[config.mk]
export PLATFORM = sky130hd
export DESIGN_NAME = spi_slave_rx
export DESIGN_NICKNAME = d
export VERILOG_FILES = /design/src/rtl/spi_slave_rx.sv
export SDC_FILE = /design/constraint.sdc
export NUM_CORES = 1
export LEC_CHECK = 0
export ABC_AREA = 1
export BUFFER_PORTS_ARGS = -buffer_cell sky130_fd_sc_hd__buf_2
export CORE_MARGIN = 5
export CORE_UTILIZATION = 45
export CTS_BUF_LIST = sky130_fd_sc_hd__clkbuf_4 sky130_fd_sc_hd__clkbuf_8
export DETAILED_ROUTE_END_ITERATION = 10
export PLACE_DENSITY = 0.69
export SLEW_MARGIN = 30
export SYNTH_ARGS = -nofsm -noshare
export SYNTH_HDL_FRONTEND = slang
export SYNTH_SLANG_ARGS = --single-unit
[constraint.sdc]
create_clock -name clk -period 2.07 [get_ports clk]
set_input_delay 0.414 -clock clk [delete_from_list [all_inputs] [get_ports clk]]
set_output_delay 0.414 -clock clk [all_outputs]
set_load 0.02 [all_outputs]
[src/rtl/spi_slave_rx.sv]
// SPI slave receiver: synchronizes SCK/MOSI/DC/CS into the clk domain, shifts
// 8-bit words MSB first tagged with the DC flag, and hands them to a consumer
// through a valid/ready interface.
// Optional feature: define SPI_SLAVE_RX_FIFO_EN for a FIFO_DEPTH-entry receive
// FIFO; otherwise a single holding register is used.
module spi_slave_rx #(
   parameter int unsigned SYNC_STAGES = 2,
   parameter int unsigned FIFO_DEPTH  = 4
) (
   input  logic       clk,
   input  logic       rst,
   input  logic       spi_sck,
   input  logic       spi_mosi,
   input  logic       spi_dc,
   input  logic       spi_cs,
   output logic [8:0] rx_data,
   output logic       rx_valid,
   input  logic       rx_ready,
   output logic       overrun,
   output logic       frame_err,
   output logic       busy
);

   // Catch illegal configurations at elaboration time.
   if (SYNC_STAGES < 2 || FIFO_DEPTH < 2 || (FIFO_DEPTH & (FIFO_DEPTH - 1)) != 0) begin : g_bad_cfg
      $fatal(1, "spi_slave_rx: illegal SYNC_STAGES or FIFO_DEPTH");
   end

   typedef enum logic {StIdle, StShift} state_e;

   logic [SYNC_STAGES-1:0] sck_sync_q, cs_sync_q, mosi_sync_q, dc_sync_q;
   logic                   sck_s, cs_s, mosi_s, dc_s;
   logic                   sck_prev_q, cs_prev_q;
   logic                   sck_rise, cs_rise, cs_fall;

   state_e     state_q, state_d;
   logic [2:0] cnt_q, cnt_d;
   logic [7:0] shreg_q, shreg_d;
   logic       push;
   logic [8:0] push_data;
   logic       frame_err_d;
   logic       frame_err_q, overrun_q;
   logic       pop, full;

   // Input synchronizers, reset to the bus idle levels.
   always_ff @(posedge clk or posedge rst) begin
      if (rst) begin
         sck_sync_q  <= '1;
         cs_sync_q   <= '1;
         mosi_sync_q <= '0;
         dc_sync_q   <= '0;
      end else begin
         sck_sync_q  <= {sck_sync_q[SYNC_STAGES-2:0], spi_sck};
         cs_sync_q   <= {cs_sync_q[SYNC_STAGES-2:0], spi_cs};
         mosi_sync_q <= {mosi_sync_q[SYNC_STAGES-2:0], spi_mosi};
         dc_sync_q   <= {dc_sync_q[SYNC_STAGES-2:0], spi_dc};
      end
   end

   assign sck_s  = sck_sync_q[SYNC_STAGES-1];
   assign cs_s   = cs_sync_q[SYNC_STAGES-1];
   assign mosi_s = mosi_sync_q[SYNC_STAGES-1];
   assign dc_s   = dc_sync_q[SYNC_STAGES-1];

   // Previous synchronized levels for edge detection.
   always_ff @(posedge clk or posedge rst) begin
      if (rst) begin
         sck_prev_q <= 1'b1;
         cs_prev_q  <= 1'b1;
      end else begin
         sck_prev_q <= sck_s;
         cs_prev_q  <= cs_s;
      end
   end

   assign sck_rise = sck_s & ~sck_prev_q;
   assign cs_fall  = ~cs_s & cs_prev_q;
   assign cs_rise  = cs_s & ~cs_prev_q;

   // FSM, bit counter and shift register state.
   always_ff @(posedge clk or posedge rst) begin
      if (rst) begin
         state_q     <= StIdle;
         cnt_q       <= 3'd0;
         shreg_q     <= 8'h00;
         frame_err_q <= 1'b0;
      end else begin
         state_q     <= state_d;
         cnt_q       <= cnt_d;
         shreg_q     <= shreg_d;
         frame_err_q <= frame_err_d;
      end
   end

   // Next-state logic; a word completes on the edge that wraps the counter.
   always_comb begin
      state_d     = state_q;
      cnt_d       = cnt_q;
      shreg_d     = shreg_q;
      push        = 1'b0;
      push_data   = {dc_s, shreg_q[6:0], mosi_s};
      frame_err_d = 1'b0;
      unique case (state_q)
         StIdle: begin
            if (cs_fall) begin
               state_d = StShift;
               cnt_d   = 3'd0;
               shreg_d = 8'h00;
            end
         end
         StShift: begin
            if (cs_rise) begin
               // Any partially shifted word is dropped here.
               state_d     = StIdle;
               frame_err_d = (cnt_q != 3'd0);
               cnt_d       = 3'd0;
               shreg_d     = 8'h00;
            end else if (sck_rise) begin
               shreg_d = {shreg_q[6:0], mosi_s};
               cnt_d   = cnt_q + 3'd1;
               push    = (cnt_q == 3'd7);
            end
         end
         default: state_d = StIdle;
      endcase
   end

   assign busy = (state_q == StShift);
   assign pop  = rx_valid & rx_ready;

`ifdef SPI_SLAVE_RX_FIFO_EN
   localparam int unsigned AW = $clog2(FIFO_DEPTH);

   logic [8:0]  mem_q [FIFO_DEPTH];
   logic [AW-1:0] wr_ptr_q, rd_ptr_q;
   logic [AW:0]   count_q;
   logic          wr_en;

   assign full  = (count_q == (AW+1)'(FIFO_DEPTH));
   assign wr_en = push & (~full | pop);

   // Receive FIFO; pointers wrap naturally because the depth is a power of 2.
   always_ff @(posedge clk or posedge rst) begin
      if (rst) begin
         for (int i = 0; i < FIFO_DEPTH; i++) mem_q[i] <= 9'h000;
         wr_ptr_q <= '0;
         rd_ptr_q <= '0;
         count_q  <= '0;
      end else begin
         if (wr_en) begin
            mem_q[wr_ptr_q] <= push_data;
            wr_ptr_q        <= wr_ptr_q + 1'b1;
         end
         if (pop) rd_ptr_q <= rd_ptr_q + 1'b1;
         case ({wr_en, pop})
            2'b10:   count_q <= count_q + 1'b1;
            2'b01:   count_q <= count_q - 1'b1;
            default: count_q <= count_q;
         endcase
      end
   end

   assign rx_data  = mem_q[rd_ptr_q];
   assign rx_valid = (count_q != '0);
`else
   logic [8:0] hold_q;
   logic       valid_q;

   assign full = valid_q;

   // Single holding register; a pop frees the slot for a same-cycle push.
   always_ff @(posedge clk or posedge rst) begin
      if (rst) begin
         hold_q  <= 9'h000;
         valid_q <= 1'b0;
      end else if (push && (!full || pop)) begin
         hold_q  <= push_data;
         valid_q <= 1'b1;
      end else if (pop) begin
         valid_q <= 1'b0;
      end
   end

   assign rx_data  = hold_q;
   assign rx_valid = valid_q;
`endif

   // Overrun pulse: completed word dropped because storage stayed full.
   always_ff @(posedge clk or posedge rst) begin
      if (rst) overrun_q <= 1'b0;
      else     overrun_q <= push & full & ~pop;
   end

   assign overrun   = overrun_q;
   assign frame_err = frame_err_q;

endmodule

# Word-level counts from Yosys, hierarchy flattened
# Cells that the tools add are included.
[op_classes]
n_addsub = 1
n_eq_ne = 3
n_mux = 18
bitwise = 11
n_reduce_logical = 6
[ops]
columns = ["operator", "count"]
rows = [
  ["7-bit two-way mux", 3],
  ["7-bit one-hot mux with 2 select lines", 1],
  ["1-bit two-way mux", 9],
  ["3-bit two-way mux", 3],
  ["1-bit AND", 6],
  ["3-bit one-hot mux with 2 select lines", 1],
  ["1-bit NOT", 5],
  ["3-bit by 1-bit adder with 3-bit output, second input constant", 1],
  ["3-bit equality test, second input constant", 1],
  ["3-bit inequality test, second input constant", 1],
  ["3-bit nonzero test", 1],
  ["2-bit inequality test, second input constant", 1],
  ["1-bit one-hot mux with 2 select lines", 1],
  ["2-bit AND reduction", 1],
  ["2-bit nonzero test", 1],
  ["1-bit logical AND", 1],
  ["1-bit zero test", 1],
  ["1-bit logical OR", 1],
]
[totals]
regBits = 33
out_inout_bits = 13
wordCells = 52

# Depth between registers and ports, before layout
[depth]
word_depth = 7
ltp_mapped = 7
depth_no_buf = 7

# Worst setup path after synthesis
# No wires, ideal clock.
[synth_timing]
kind = "flip-flop to flip-flop"
startpoint = "register cnt_q[0]"
endpoint = "register hold_q[0], in the netlist rx_data[0]"
setup_ns = 0.117
t_arrival_ns = 1.052
slack_ns = 0.901
stages_incl_launch_ff = 8
n_path_buf = 0
period_less_slack_ns = 1.169
path_cell_list = "dfrtp_1 ha_1 ha_1 inv_1 nor2_1 nand3_2 nand2_1 nand2_1"
[synth_between]
elab_chain_len = 5
[synth_rtl]
columns = ["item", "line", "rtl"]
rows = [
  ["from (decl)", "37", "logic [2:0] cnt_q, cnt_d;"],
  ["from (signal assigned)", "89", "cnt_q <= cnt_d;"],
  ["3-bit equality test", "121", "push = (cnt_q == 3'd7);"],
  ["1-bit two-way mux", "118", "end else if (sck_rise) begin"],
  ["1-bit two-way mux", "112", "if (cs_rise) begin"],
  ["1-bit two-way mux", "103", "unique case (state_q)"],
  ["1-bit logical AND", "176", "end else if (push && (!full || pop)) begin"],
  ["to (signal assigned)", "177", "hold_q <= push_data;"],
  ["to (decl)", "166", "logic [8:0] hold_q;"],
]
# No other way between the ends.
# A chain may end at the register's enable or synchronous reset.

# Worst setup path after layout
[layout_timing]
startpoint = "register state_q, in the netlist busy"
endpoint = "output busy"
[layout_rtl]
columns = ["item", "line", "rtl"]
rows = [
  ["from (decl)", "36", "state_e state_q, state_d;"],
  ["from (signal assigned)", "83", "state_q <= StIdle;"],
  ["from (signal assigned)", "88", "state_q <= state_d;"],
  ["to (decl)", "21", "output logic busy"],
]
# No word-level cell between the ends.

==> reports/results.ini <==
[final_layout]
final_util = 0.5346
multiInputGateArea_um2 = 384.1
layout.area.seq_um2 = 833.3
syn_to_final_growth_pct = 14.51
fillers = 246
stdcell_count = 181
nNetsFinal = 159
antenna_cells = 0
drive_above_1_share = 0.2867

[synth]
synth.avg_cell_area_um2 = 10.21
syn_area_um2 = 1276
yosysUniqueCellTypes = 17
yosysWarningCount = 0
syn-instance-count = 125
synth.net_count = 135
ys_seq_elements = 33
seq_area_frac_synth = 0.6529

[critical_path]
worstPathCellList = buf_2
required_ps = 1660
crit_family = flip-flops
critPathMaxFanout = 14
reg2reg_setup_slack_ps = 710
cp.arrival_ps = 1210
path_buf_inv = 1
crit_type = flop to output pin
cp-start-kind = flop
slowest_stage = dfrtp_1
cpPeakStageDelay_ps = 630
end_kind = output pin

[global_route]
use_met3 = 0.03908
grt_pass1_wl_mm = 3.781
use_met2 = 0.1718
gr-total-overflow = 0
use_met1 = 0.1573
grt_max_degree = 34
gr-usage-all-layers = 0.1209
antenna_found_initial = 0
grt_pass1_vias = 854
grt-busiest-layer = met2

[timing]
tightest_slew_ps = 448.2
whs_ps = 147.4
drv_slew = 0
fin_crit_sh = 0.7828
tns_ps = 0
finClkSkew_ps = 16.04
max_freq_mhz = 617.1
slew_headroom = 0.7012
rsz0062_at_grt = false
finalHoldViolCount = 0
post-route-min-period_ps = 1620
final-setup-viol-count = 0

[floorplan]
num_io_pins = 20
die-area_um2 = 4001
die_h_um = 63.26
rows = 19
die_w_um = 63.26
coreArea_um2 = 2734
initial_utilization = 0.4668

[detailed_routing]
viasPerCell = 4.972
vias = 900
dr.pass1.iters = 4
drt_iter0_drc = 44
ant_nets = 0
drc = 0
wire_per_inst_um = 11.87
wl_mm = 2.149

[clock_network]
clk_path_buf_depth = 2
cts.sinks = 33
cts_tree = done
cts_inserted_buffers = 5
clk_pin_slew_worst_paths_ps = 100
htree_levels = 2
cts_setup_buffers = 0
ctsHoldBuffers = 0
clock_latency_ps = 330
root_buffer = clkbuf_4
cts_resized = 0

[pwr]
power_density_nw_per_um2 = 767.2
peakVddDrop_mv = 0.5222
power.leakage_nw = 0.8188

[job]
maxCapViolations = 0

[placed_design]
dp_cells = 173
portBuffers = 19
dp_hpwl_mm = 1.479
gp_congestion = 0.7936

[run_status]
status = completed

[hold_path]
hold_class = input port to async pin

## through the flow
stage / total power, mW / area (um^2) / worst slack, ps
6_report: 1.121 / 1461 / 449.5
5_1_grt: 1.181 / 1461 / 346.3
4_1_cts: 1.135 / 1461 / 439.4
3_5_place_dp: 0.7752 / 1404 / 676.4
3_3_place_gp: 0.7721 / 1404 / 700.7
2_1_floorplan: 0.7518 / 1276 / 900.6
## synthesized netlist by cell type (all sizes together)
cell type | number | area share
a211oi | 1 | 0.0059
nand4 | 10 | 0.049
buf | 2 | 0.0078
ha | 3 | 0.029
nand3 | 12 | 0.051
dfrtp | 27 | 0.53
nor2 | 3 | 0.015
dfstp | 6 | 0.12
a21oi | 1 | 0.0069
clkinv | 1 | 0.0029
inv | 11 | 0.032
clkbuf | 1 | 0.0029
nand2 | 47 | 0.14
## flip-flops by register name, indices dropped and copies added, names as in the netlist, 2 cells and up
signal,flops
rx_data,9
shreg_q,7
cnt_q,3
cs_sync_q,2
dc_sync_q,2
mosi_sync_q,2
sck_sync_q,2
## kinds of logic (layout without fill, tap and decap cells)
logic type / after synthesis / count (layout) / synth area share
adder cells (fa/ha/maj): 3 / 3 / 0.02941
flip-flops: 33 / 33 / 0.6529
AO/OA/AOI/OAI: 2 / 2 / 0.01275
buffers and inverters: 15 / 40 / 0.04607
AND/OR/NAND/NOR: 72 / 72 / 0.2588
## cell type report
| class | instances | share of cell area |
|---|---|---|
| flip-flops and latches | 33 | 0.5702 |
| multi-input cells | 77 | 0.2628 |
| repair buffers | 20 | 0.07021 |
| clock buffers | 7 | 0.03596 |
| inverters | 12 | 0.03082 |
| well taps | 31 | 0.02654 |
| clock inverters | 1 | 0.003425 |
## report_power, final
group / internal (mW) / total (mW) / switching, mW / leakage (nW)
clock: 0.158 / 0.360 / 0.202 / 0.0361
combinational: 0.0219 / 0.0723 / 0.0505 / 0.356
sequential: 0.669 / 0.689 / 0.0194 / 0.427
total: 0.849 / 1.12 / 0.272 / 0.819
## worst paths after layout
| kind | from | cells past startpoint | to |
|---|---|---|---|
| hold reg to reg | cs_sync_q[0] | 0 | cs_sync_q[1] |
| hold / removal | rst | 3 | rx_data[0] |
| max in group asynchronous | rst | 3 | cs_prev_q |
| setup reg to reg | cnt_q[1] | 7 | rx_data[1] |
| setup / recovery | busy | 1 | busy |
| min in group clk | spi_dc | 1 | dc_sync_q[0] |
## placed cells by master (no fill, tap or decap), types with 2 or more instances in the layout
cell type  count
nand4_1       10
ha_1           3
clkbuf_4       7
nand2_2        3
nand3_1       11
inv_1          8
nand2_1       44
buf_2         19
dfrtp_1       27
nor2_1         2
dfstp_2        6
inv_2          3
## layer usage
layer,part of all wire,vias to the layer above
met1,0.45,423
met4,0.022,0
met5,0,-
li1,-,453
met2,0.47,18
met3,0.059,6
Power figures use the tool's default switching activity.
